$ cat src/rtl/retire_stage_pkg.sv
// Shared types for the retire stage: ROB exit payload and retire FSM states.
`ifndef N
`define N 4
`endif
`ifndef PHYS_REG_SZ
`define PHYS_REG_SZ 64
`endif

package retire_stage_pkg;

    localparam int unsigned RETIRE_N      = `N;
    localparam int unsigned ROB_TAG_BITS  = $clog2(`PHYS_REG_SZ);
    localparam int unsigned ARCH_REG_BITS = 5;

    // One ROB head entry as seen by the retire stage.
    typedef struct packed {
        logic                     complete;
        logic                     mispred;
        logic                     halt;
        logic [ARCH_REG_BITS-1:0] arch_reg;
        logic [ROB_TAG_BITS-1:0]  t_new;
        logic [ROB_TAG_BITS-1:0]  t_old;
    } ROB_EXIT_PACKET;

    typedef enum logic [1:0] {
        ST_RUN    = 2'd0,
        ST_FLUSH  = 2'd1,
        ST_HALTED = 2'd2
    } retire_state_e;

endpackage

$ cat src/rtl/retire_stage.sv
// In-order retire stage at the ROB head: picks the retiring prefix, frees old
// tags, updates the architectural map, and sequences flush / halt.
`ifndef N
`define N 4
`endif
`ifndef PHYS_REG_SZ
`define PHYS_REG_SZ 64
`endif

module retire_stage
    import retire_stage_pkg::*;
#(
    parameter int unsigned N               = `N,
    parameter int unsigned NUM_SCALAR_BITS = $clog2(N + 1),
    parameter int unsigned PHYS_REG_BITS   = $clog2(`PHYS_REG_SZ)
) (
    input  logic                                  clock,
    input  logic                                  reset,
    input  ROB_EXIT_PACKET [N-1:0]                rob_outputs,
    input  logic [NUM_SCALAR_BITS-1:0]            outputs_valid,
    output logic [NUM_SCALAR_BITS-1:0]            num_retiring,
    output logic [N-1:0]                          free_valid,
    output logic [N-1:0][PHYS_REG_BITS-1:0]       free_tag,
    output logic [N-1:0]                          amt_we,
    output logic [N-1:0][ARCH_REG_BITS-1:0]       amt_idx,
    output logic [N-1:0][PHYS_REG_BITS-1:0]       amt_tag,
    output logic                                  flush,
    output logic                                  halted,
    output logic [31:0]                           retired_count
);

    retire_state_e               state_q, state_d;
    logic                        flush_q, flush_d;
    logic                        halted_q, halted_d;
    logic [31:0]                 retired_count_q, retired_count_d;

    logic [N-1:0]                retire_c;
    logic [NUM_SCALAR_BITS-1:0]  num_retiring_c;
    logic                        mispred_c;
    logic                        halt_c;
    logic                        blocked_c;

    // Retire prefix selection, per-lane map/free outputs and next-state logic.
    always_comb begin
        state_d         = state_q;
        retire_c        = '0;
        num_retiring_c  = '0;
        mispred_c       = 1'b0;
        halt_c          = 1'b0;
        blocked_c       = reset || (state_q != ST_RUN);
        free_valid      = '0;
        free_tag        = '0;
        amt_we          = '0;
        amt_idx         = '0;
        amt_tag         = '0;

        // Walk lanes oldest first; the first non-retiring lane or a retiring
        // redirect (mispred/halt) stops every younger lane.
        for (int i = 0; i < N; i++) begin
            if (!blocked_c && (32'(i) < 32'(outputs_valid)) && rob_outputs[i].complete) begin
                retire_c[i]    = 1'b1;
                num_retiring_c = num_retiring_c + NUM_SCALAR_BITS'(1);
                if (rob_outputs[i].halt) begin
                    halt_c = 1'b1;
                end else if (rob_outputs[i].mispred) begin
                    mispred_c = 1'b1;
                end
                blocked_c = rob_outputs[i].halt || rob_outputs[i].mispred;
            end else begin
                blocked_c = 1'b1;
            end
        end

        // x0 has no mapping, so it neither writes the map nor frees a tag.
        for (int i = 0; i < N; i++) begin
            free_valid[i] = retire_c[i] && (rob_outputs[i].arch_reg != '0);
            amt_we[i]     = retire_c[i] && (rob_outputs[i].arch_reg != '0);
            if (!reset) begin
                free_tag[i] = PHYS_REG_BITS'(rob_outputs[i].t_old);
                amt_idx[i]  = rob_outputs[i].arch_reg;
                amt_tag[i]  = PHYS_REG_BITS'(rob_outputs[i].t_new);
            end
        end

        case (state_q)
            ST_RUN: begin
                if (halt_c) begin
                    state_d = ST_HALTED;
                end else if (mispred_c) begin
                    state_d = ST_FLUSH;
                end
            end
            ST_FLUSH:  state_d = ST_RUN;
            ST_HALTED: state_d = ST_HALTED;
            default:   state_d = ST_RUN;
        endcase

        flush_d         = (state_d == ST_FLUSH);
        halted_d        = (state_d == ST_HALTED);
        retired_count_d = retired_count_q + 32'(num_retiring_c);
    end

    // State, status flags and retire counter.
    always_ff @(posedge clock or posedge reset) begin
        if (reset) begin
            state_q         <= ST_RUN;
            flush_q         <= 1'b0;
            halted_q        <= 1'b0;
            retired_count_q <= '0;
        end else begin
            state_q         <= state_d;
            flush_q         <= flush_d;
            halted_q        <= halted_d;
            retired_count_q <= retired_count_d;
        end
    end

    assign num_retiring  = num_retiring_c;
    assign flush         = flush_q;
    assign halted        = halted_q;
    assign retired_count = retired_count_q;

endmodule

$ cat config.mk
export PLATFORM = sky130hd
export DESIGN_NAME = retire_stage
export DESIGN_NICKNAME = d
export VERILOG_FILES = /design/src/rtl/retire_stage_pkg.sv /design/src/rtl/retire_stage.sv
export SDC_FILE = /design/constraint.sdc
export NUM_CORES = 1
export LEC_CHECK = 0
export BUFFER_PORTS_ARGS = -buffer_cell sky130_fd_sc_hd__buf_2
export CORE_MARGIN = 2
export CORE_UTILIZATION = 26
export CTS_CLUSTER_DIAMETER = 30
export DETAILED_ROUTE_END_ITERATION = 8
export GPL_TIMING_DRIVEN = 0
export HOLD_SLACK_MARGIN = 0.02
export PLACE_DENSITY = 0.6
export SLEW_MARGIN = 10
export SYNTH_ARGS = -nofsm -noshare
export SYNTH_HDL_FRONTEND = slang
export SYNTH_SLANG_ARGS = --single-unit
$ cat constraint.sdc
create_clock -name clock -period 3.3 [get_ports clock]
set_input_delay 0.33 -clock clock [delete_from_list [all_inputs] [get_ports clock]]
set_output_delay 0.33 -clock clock [all_outputs]
set_load 0.05 [all_outputs]
* Word-level counts from Yosys, hierarchy flattened
Cells that the tools add are included.
Storage, ports and cells: flip-flop bits (word level) 36, bits in writable memories 0, bits in latches 0, logic and storage cells 87, memory bits (read-only) 0, memories kept 0, input port bits 85
Operators by class: shift-type cells 0, multiply operators 0, $add $sub $neg 4, multiplexer cells 46, reduce and logical (&&, ||, !) cells 26, magnitude comparators 4, divide/modulo/power cells 0, bitwise gates (word level) 0, eq/ne operators 3
Operator list (count):
- $mux W6 | 8
- $add A32 B3 Y32 | 1
- $mux W1 | 28
- $mux W5 | 4
- $reduce_bool A5 Y1 | 4
- $logic_and A1 B1 Y1 | 12
- $add A3 B1 Y3 const B | 3
- $mux W3 | 3
- $lt A1 B3 Y1 const A | 2
- $lt A2 B3 Y1 const A | 2
- $eq A2 B2 Y1 const B | 2
- $logic_not A1 Y1 | 4
- $logic_or A1 B1 Y1 | 4
- $mux W2 | 2
- $pmux W2 S2 | 1
- $eq A2 B1 Y1 const B | 1
- $logic_not A2 Y1 | 1
- $reduce_bool A2 Y1 | 1

* Longest topological paths before layout
word-level depth 22, depth in mapped cells 15, gate-level depth less buffers 14

* Least setup slack after synthesis
No wires, ideal clock.
path type flip-flop to flip-flop, from reg state_q[1], to reg retired_count_q[24], in the netlist retired_count[24], setup time 0.141 ns, path buffers 1, clock period less this slack 4.145 ns, stages on the path, launching flop included 13, required time 3.159 ns, path slack -0.845 ns, arrival 4.004 ns, cells stage by stage dfrtp_1 nor4b_4 nor4b_4 ha_1 xnor2_1 ha_1 inv_1 fa_1 nand2b_1 a211oi_1 buf_2 nand4_1 xnor2_1
On the way: word-level cells in the longest chain between the ends 19, elaborated cells on any way between the ends 25, classes of those cells add/sub: 4; mux: 7; reduce/logical: 14
Ends and longest elaborated chain:
- start, declared | line retire_stage.sv:32 | retire_state_e state_q, state_d;
- start signal, assigned | line retire_stage.sv:111 | state_q <= state_d;
- $reduce_bool A2 Y1 * | line retire_stage.sv:50 | blocked_c = reset || (state_q != ST_RUN);
- $logic_or A1 B1 Y1 * | line retire_stage.sv:50
- $logic_not A1 Y1 * | line retire_stage.sv:60 | if (!blocked_c && (32'(i) < 32'(outputs_valid)) && rob_outputs[i].complete) begin
- $logic_and A1 B1 Y1 * (2 in series) | line retire_stage.sv:60
- branches (longest 12 deep; another with $add A3 B1 Y3)
- $mux W3 * | line retire_stage.sv:60
- net num_retiring[0] | line retire_stage.sv:21 | output logic [NUM_SCALAR_BITS-1:0] num_retiring,
- $add A32 B3 Y32 * | line retire_stage.sv:100 | retired_count_d = retired_count_q + 32'(num_retiring_c);
- net retired_count_d[24] | line retire_stage.sv:35 | logic [31:0] retired_count_q, retired_count_d;
- end signal, assigned | line retire_stage.sv:114 | retired_count_q <= retired_count_d;
- end, declared | line retire_stage.sv:35
Mark *: on every way through the listed nets, which the timed path passes.

* Worst setup path after layout
from reg state_q[1], to reg retired_count_q[24], in the netlist retired_count[24]
On the way: word-level cells in the longest chain between the ends 19, elaborated cells on any way between the ends 25, classes of those cells add/sub: 4; mux: 7; reduce/logical: 14
Ends and longest elaborated chain (line):
- $reduce_bool A2 Y1 * | retire_stage.sv:50
- $logic_or A1 B1 Y1 * | retire_stage.sv:50
- $logic_not A1 Y1 * | retire_stage.sv:60
- $logic_and A1 B1 Y1 * (2 in series) | retire_stage.sv:60
- branches (longest 12 deep; another with $add A3 B1 Y3)
- $mux W3 * | retire_stage.sv:60
- $add A32 B3 Y32 * | retire_stage.sv:100
- net retired_count_d[24] | retire_stage.sv:35
Marked as above.

==> metrics.md <==
| Metric | Value |
|---|---|
| H-Tree Depth | 2 |
| Hpwl dp | 7.39 mm |
| FF-to-FF path depth | 15 |
| Final setup violation count | 16 |
| Fraction of layout cells with a size suffix above 1 | 0.534 |
| Total GRT Usage | 0.170 |
| Reg2reg end | retired_count[24] |
| I/O pin count | 198 |
| Syn. warnings | 0 |
| Mapped Area | 2450 um^2 |
| Area of the core | 9200 um^2 |
| Number of synthesized register bits | 36 |
| Port Buf Inserts | 197 |
| R2R setup slack | -0.05 ns |
| # DRC | 0 |
| Synth top area share | 0.368 |
| Wirelength per Cell | 15.4 um |
| Synth-to-Final Area Change | 63.3% |
| Syn_nets | 357 |
| Met2 usage | 0.324 |
| CP Cell Sequence | nor4b_4, nor4b_4, buf_4, ha_4, xnor2_2, ha_1, nand2_1, o21ai_2, mux2i_1, fa_2, nand2b_4, a211oi_4, buf_6, nand4_1, xnor2_1 |
| Vias | 2740 |
| CTS root buffer | clkbuf_8 |
| Vias in the first global route | 2687 |
| Critical Path Slowest Stage Cell | dfrtp_1 |
| Pin count of the biggest net entering global routing | 37 |
| Placer Congestion | 0.849 |
| Sequential share of the synthesized area | 0.368 |
| Hold Path Cell Cnt | 2 |
| Worst vdd ir | 0.000260 V |
| Critical path startpoint | state_q[1] |
| RR Startpoint | state_q[1] |
| Top cell by count, worst path | nor4b_4 |
| Count of final max-slew check failures | 0 |
| Routed WL | 9.11 mm |
| EDFF count, synth | 0 |
| CTS buffer count | 5 |
| Fin crit share | 1.02 |
| Distinct cells, synth | 37 |
| Global routing usage on met3 | 0.0402 |
| Final #Nets | 572 |
| Max frequency | 298 MHz |
| Setup TNS | -0.407 ns |
| Delay-heaviest family, CP | simple AND/OR/NAND/NOR gates |
| Cells after Synth | 265 |
| CP required | 3.47 ns |
| Clk buf depth | 2 |
| Skew-Pair Late Insertion Delay | 0.29 ns |
| Synth Flop Type | dfrtp_1 |
| Tmin final | 3.35 ns |
| ANT nets after route | 0 |
| CTS tree | built |
| Starting Density | 0.266 |
| Initial antenna violation count | 0 |
| CP endpoint kind | flop |
| Leakage | 0.00217 uW |
| First-pass GRT wire length | 13.6 mm |
| P per Cell Area | 390 nW/um^2 |
| Worst hold start | rob_outputs[57] |
| Async set-or-reset flop fraction in the synthesized netlist | 1.00 |
| Crit path DAT | 3.52 ns |
| Max incr delay on CP | 0.41 ns |
| Status | complete, but fails checks |
| RSZ-0062 raised after global routing | true |
| GRT overflow | 0 |
| Final Hold Fails | 0 |
| Final core utilization | 0.435 |
| Worst-Margin Slew | 0.774 ns |
| Min-Delay Path Class | input pin to flop |
| Failing checks | setup timing |
| Kind of critical path | flop to flop |
| Vias per inst | 4.63 |
| Cell taking the most area after synthesis | dfrtp_1 |
| CP Max Fanout | 5 |
| Setup ws final | -0.0539 ns |
| Placed cell area | 3690 um^2 |
| Mean Syn Cell Area | 9.24 um^2 |
| Finished Cell Area | 4000 um^2 |
| Die ar. | 10200 um^2 |
| Gr busiest metal | met2 |
| Relative slew slack | 0.480 |
| Row cnt | 35 |
| Clk slew on worst S/H paths | 0.07 ns |
| Buf/Inv on CP | 2 |
| # clock sinks | 36 |
| Skew final | 0.00873 ns |
| Horiz. Die Dim | 101 um |
| Initial DRC Count | 57 |
| Diodes inserted | 0 |
| Top post-synthesis cells by area | dfrtp_1, nor2b_1, xnor2_1, nand4_1, ha_1 |
| Met1 Usage GRT | 0.192 |
| 1st-pass router iterations | 4 |
| CP Launch Type | flop |
| WHS Endpoint | state_q[0] |
| Die H | 101 um |
| Max-Cap Viols | 0 |
==> synth_stat cells, drive strengths merged (2+ instances only) <==
cell type and n:
buf 6, mux2i 2, nand2 13, nor4b 3, ha 6, and4 3
nor3 4, inv 12, nor2b 68, nand4 13, nand3 12, nor2 9
and2 4, xor2 2, and3 6, o21ai 2, o32ai 2, a21oi 8
xnor2 31, dfrtp 36, clkbuf 8, a211oi 2, nand2b 2
==> worst max path at each step <==
stage               cells past startpoint           endpoint  slack [ns]
floorplan                              14  retired_count[29]       -0.15
global placement                       16  retired_count[29]       -0.58
detailed placement                     16  retired_count[29]       -0.62
CTS                                    15  retired_count[24]       -0.08
global route                           15  retired_count[24]       -0.19
finish                                 15  retired_count[24]       -0.05
==> stage by stage <==
stage / worst slack, ns / total power [uW] / cells / hold slack [ns]
final: -0.0539 / 1560 / 592 / 0.328
after detailed placement: -0.615 / 1160 / 573 / 0.458
after CTS: -0.0850 / 1560 / 591 / 0.309
after global placement: -0.578 / 1150 / 573 / 0.455
after global routing: -0.195 / 1640 / 592 / 0.315
after floorplan: -0.151 / 983 / 265 / 0.446
==> flip-flops by register name, summed over array words and instances (netlist names) <==
register       cells
retired_count     32
state_q            2
flush              1
halted             1
==> cell usage in the layout (no fill, tap or decap), drive strengths merged, types with 2 or more instances in the layout <==
cell / instances
nor2b: 68
buf: 214
dfrtp: 36
nor2: 9
xnor2: 31
a21oi: 8
nand2b: 2
xor2: 2
and3: 6
ha: 6
a211oi: 2
mux2i: 2
nand4: 13
nor3: 4
o21ai: 2
and4: 3
and2: 4
o32ai: 2
clkbuf: 14
nand2: 13
inv: 12
nand3: 12
nor4b: 3
==> cell type report <==
| type | count | area [um^2] |
|---|---|---|
| clock buffers | 6 | 72.6 |
| inverters | 12 | 45.0 |
| clock inverters | 2 | 35.0 |
| repair buffers | 208 | 1080 |
| flip-flops and latches | 36 | 901 |
| plain buffers | 14 | 82.6 |
| fillers | 926 | 5190 |
| well taps | 111 | 139 |
| multi-input cells | 203 | 1640 |
==> kinds of logic (layout without fill, tap and decap cells) <==
family                   after synthesis  in the layout  synth area share
buffers and inverters                 26            242            0.0470
multiplexers                           3              3            0.0143
adder cells (fa/ha/maj)                7              7            0.0388
XOR/XNOR                              33             33             0.118
AO/OA/AOI/OAI                         19             19            0.0511
AND/OR/NAND/NOR                      141            141             0.363
flip-flops                            36             36             0.368
==> repair_timing <==
item / in CTS / in global routing
setup endpoints to repair: 26 / 24
pin swaps: 12 / 11
hold buffers: 0 / 0
gates cloned: 2 / 0
gates resized for setup: 10 / 10
hold endpoints to repair: 0 / 0
setup buffers: 8 / 1
==> metal layers <==
layer | part of all wire | up-vias | routed length (um)
li1 | - | 1313 | -
met1 | 0.36 | 1291 | 3300
met2 | 0.55 | 125 | 5030
met3 | 0.072 | 11 | 660
met4 | 0.014 | 0 | 124
met5 | 0 | - | 0
==> report_power, final <==
group	total (uW)	leakage [uW]	internal [uW]	switching (uW)
clock	382	0.0000552	224	158
sequential	524	0.000484	483	41.3
combinational	653	0.00163	193	460
(Power assumes the default switching activity.)
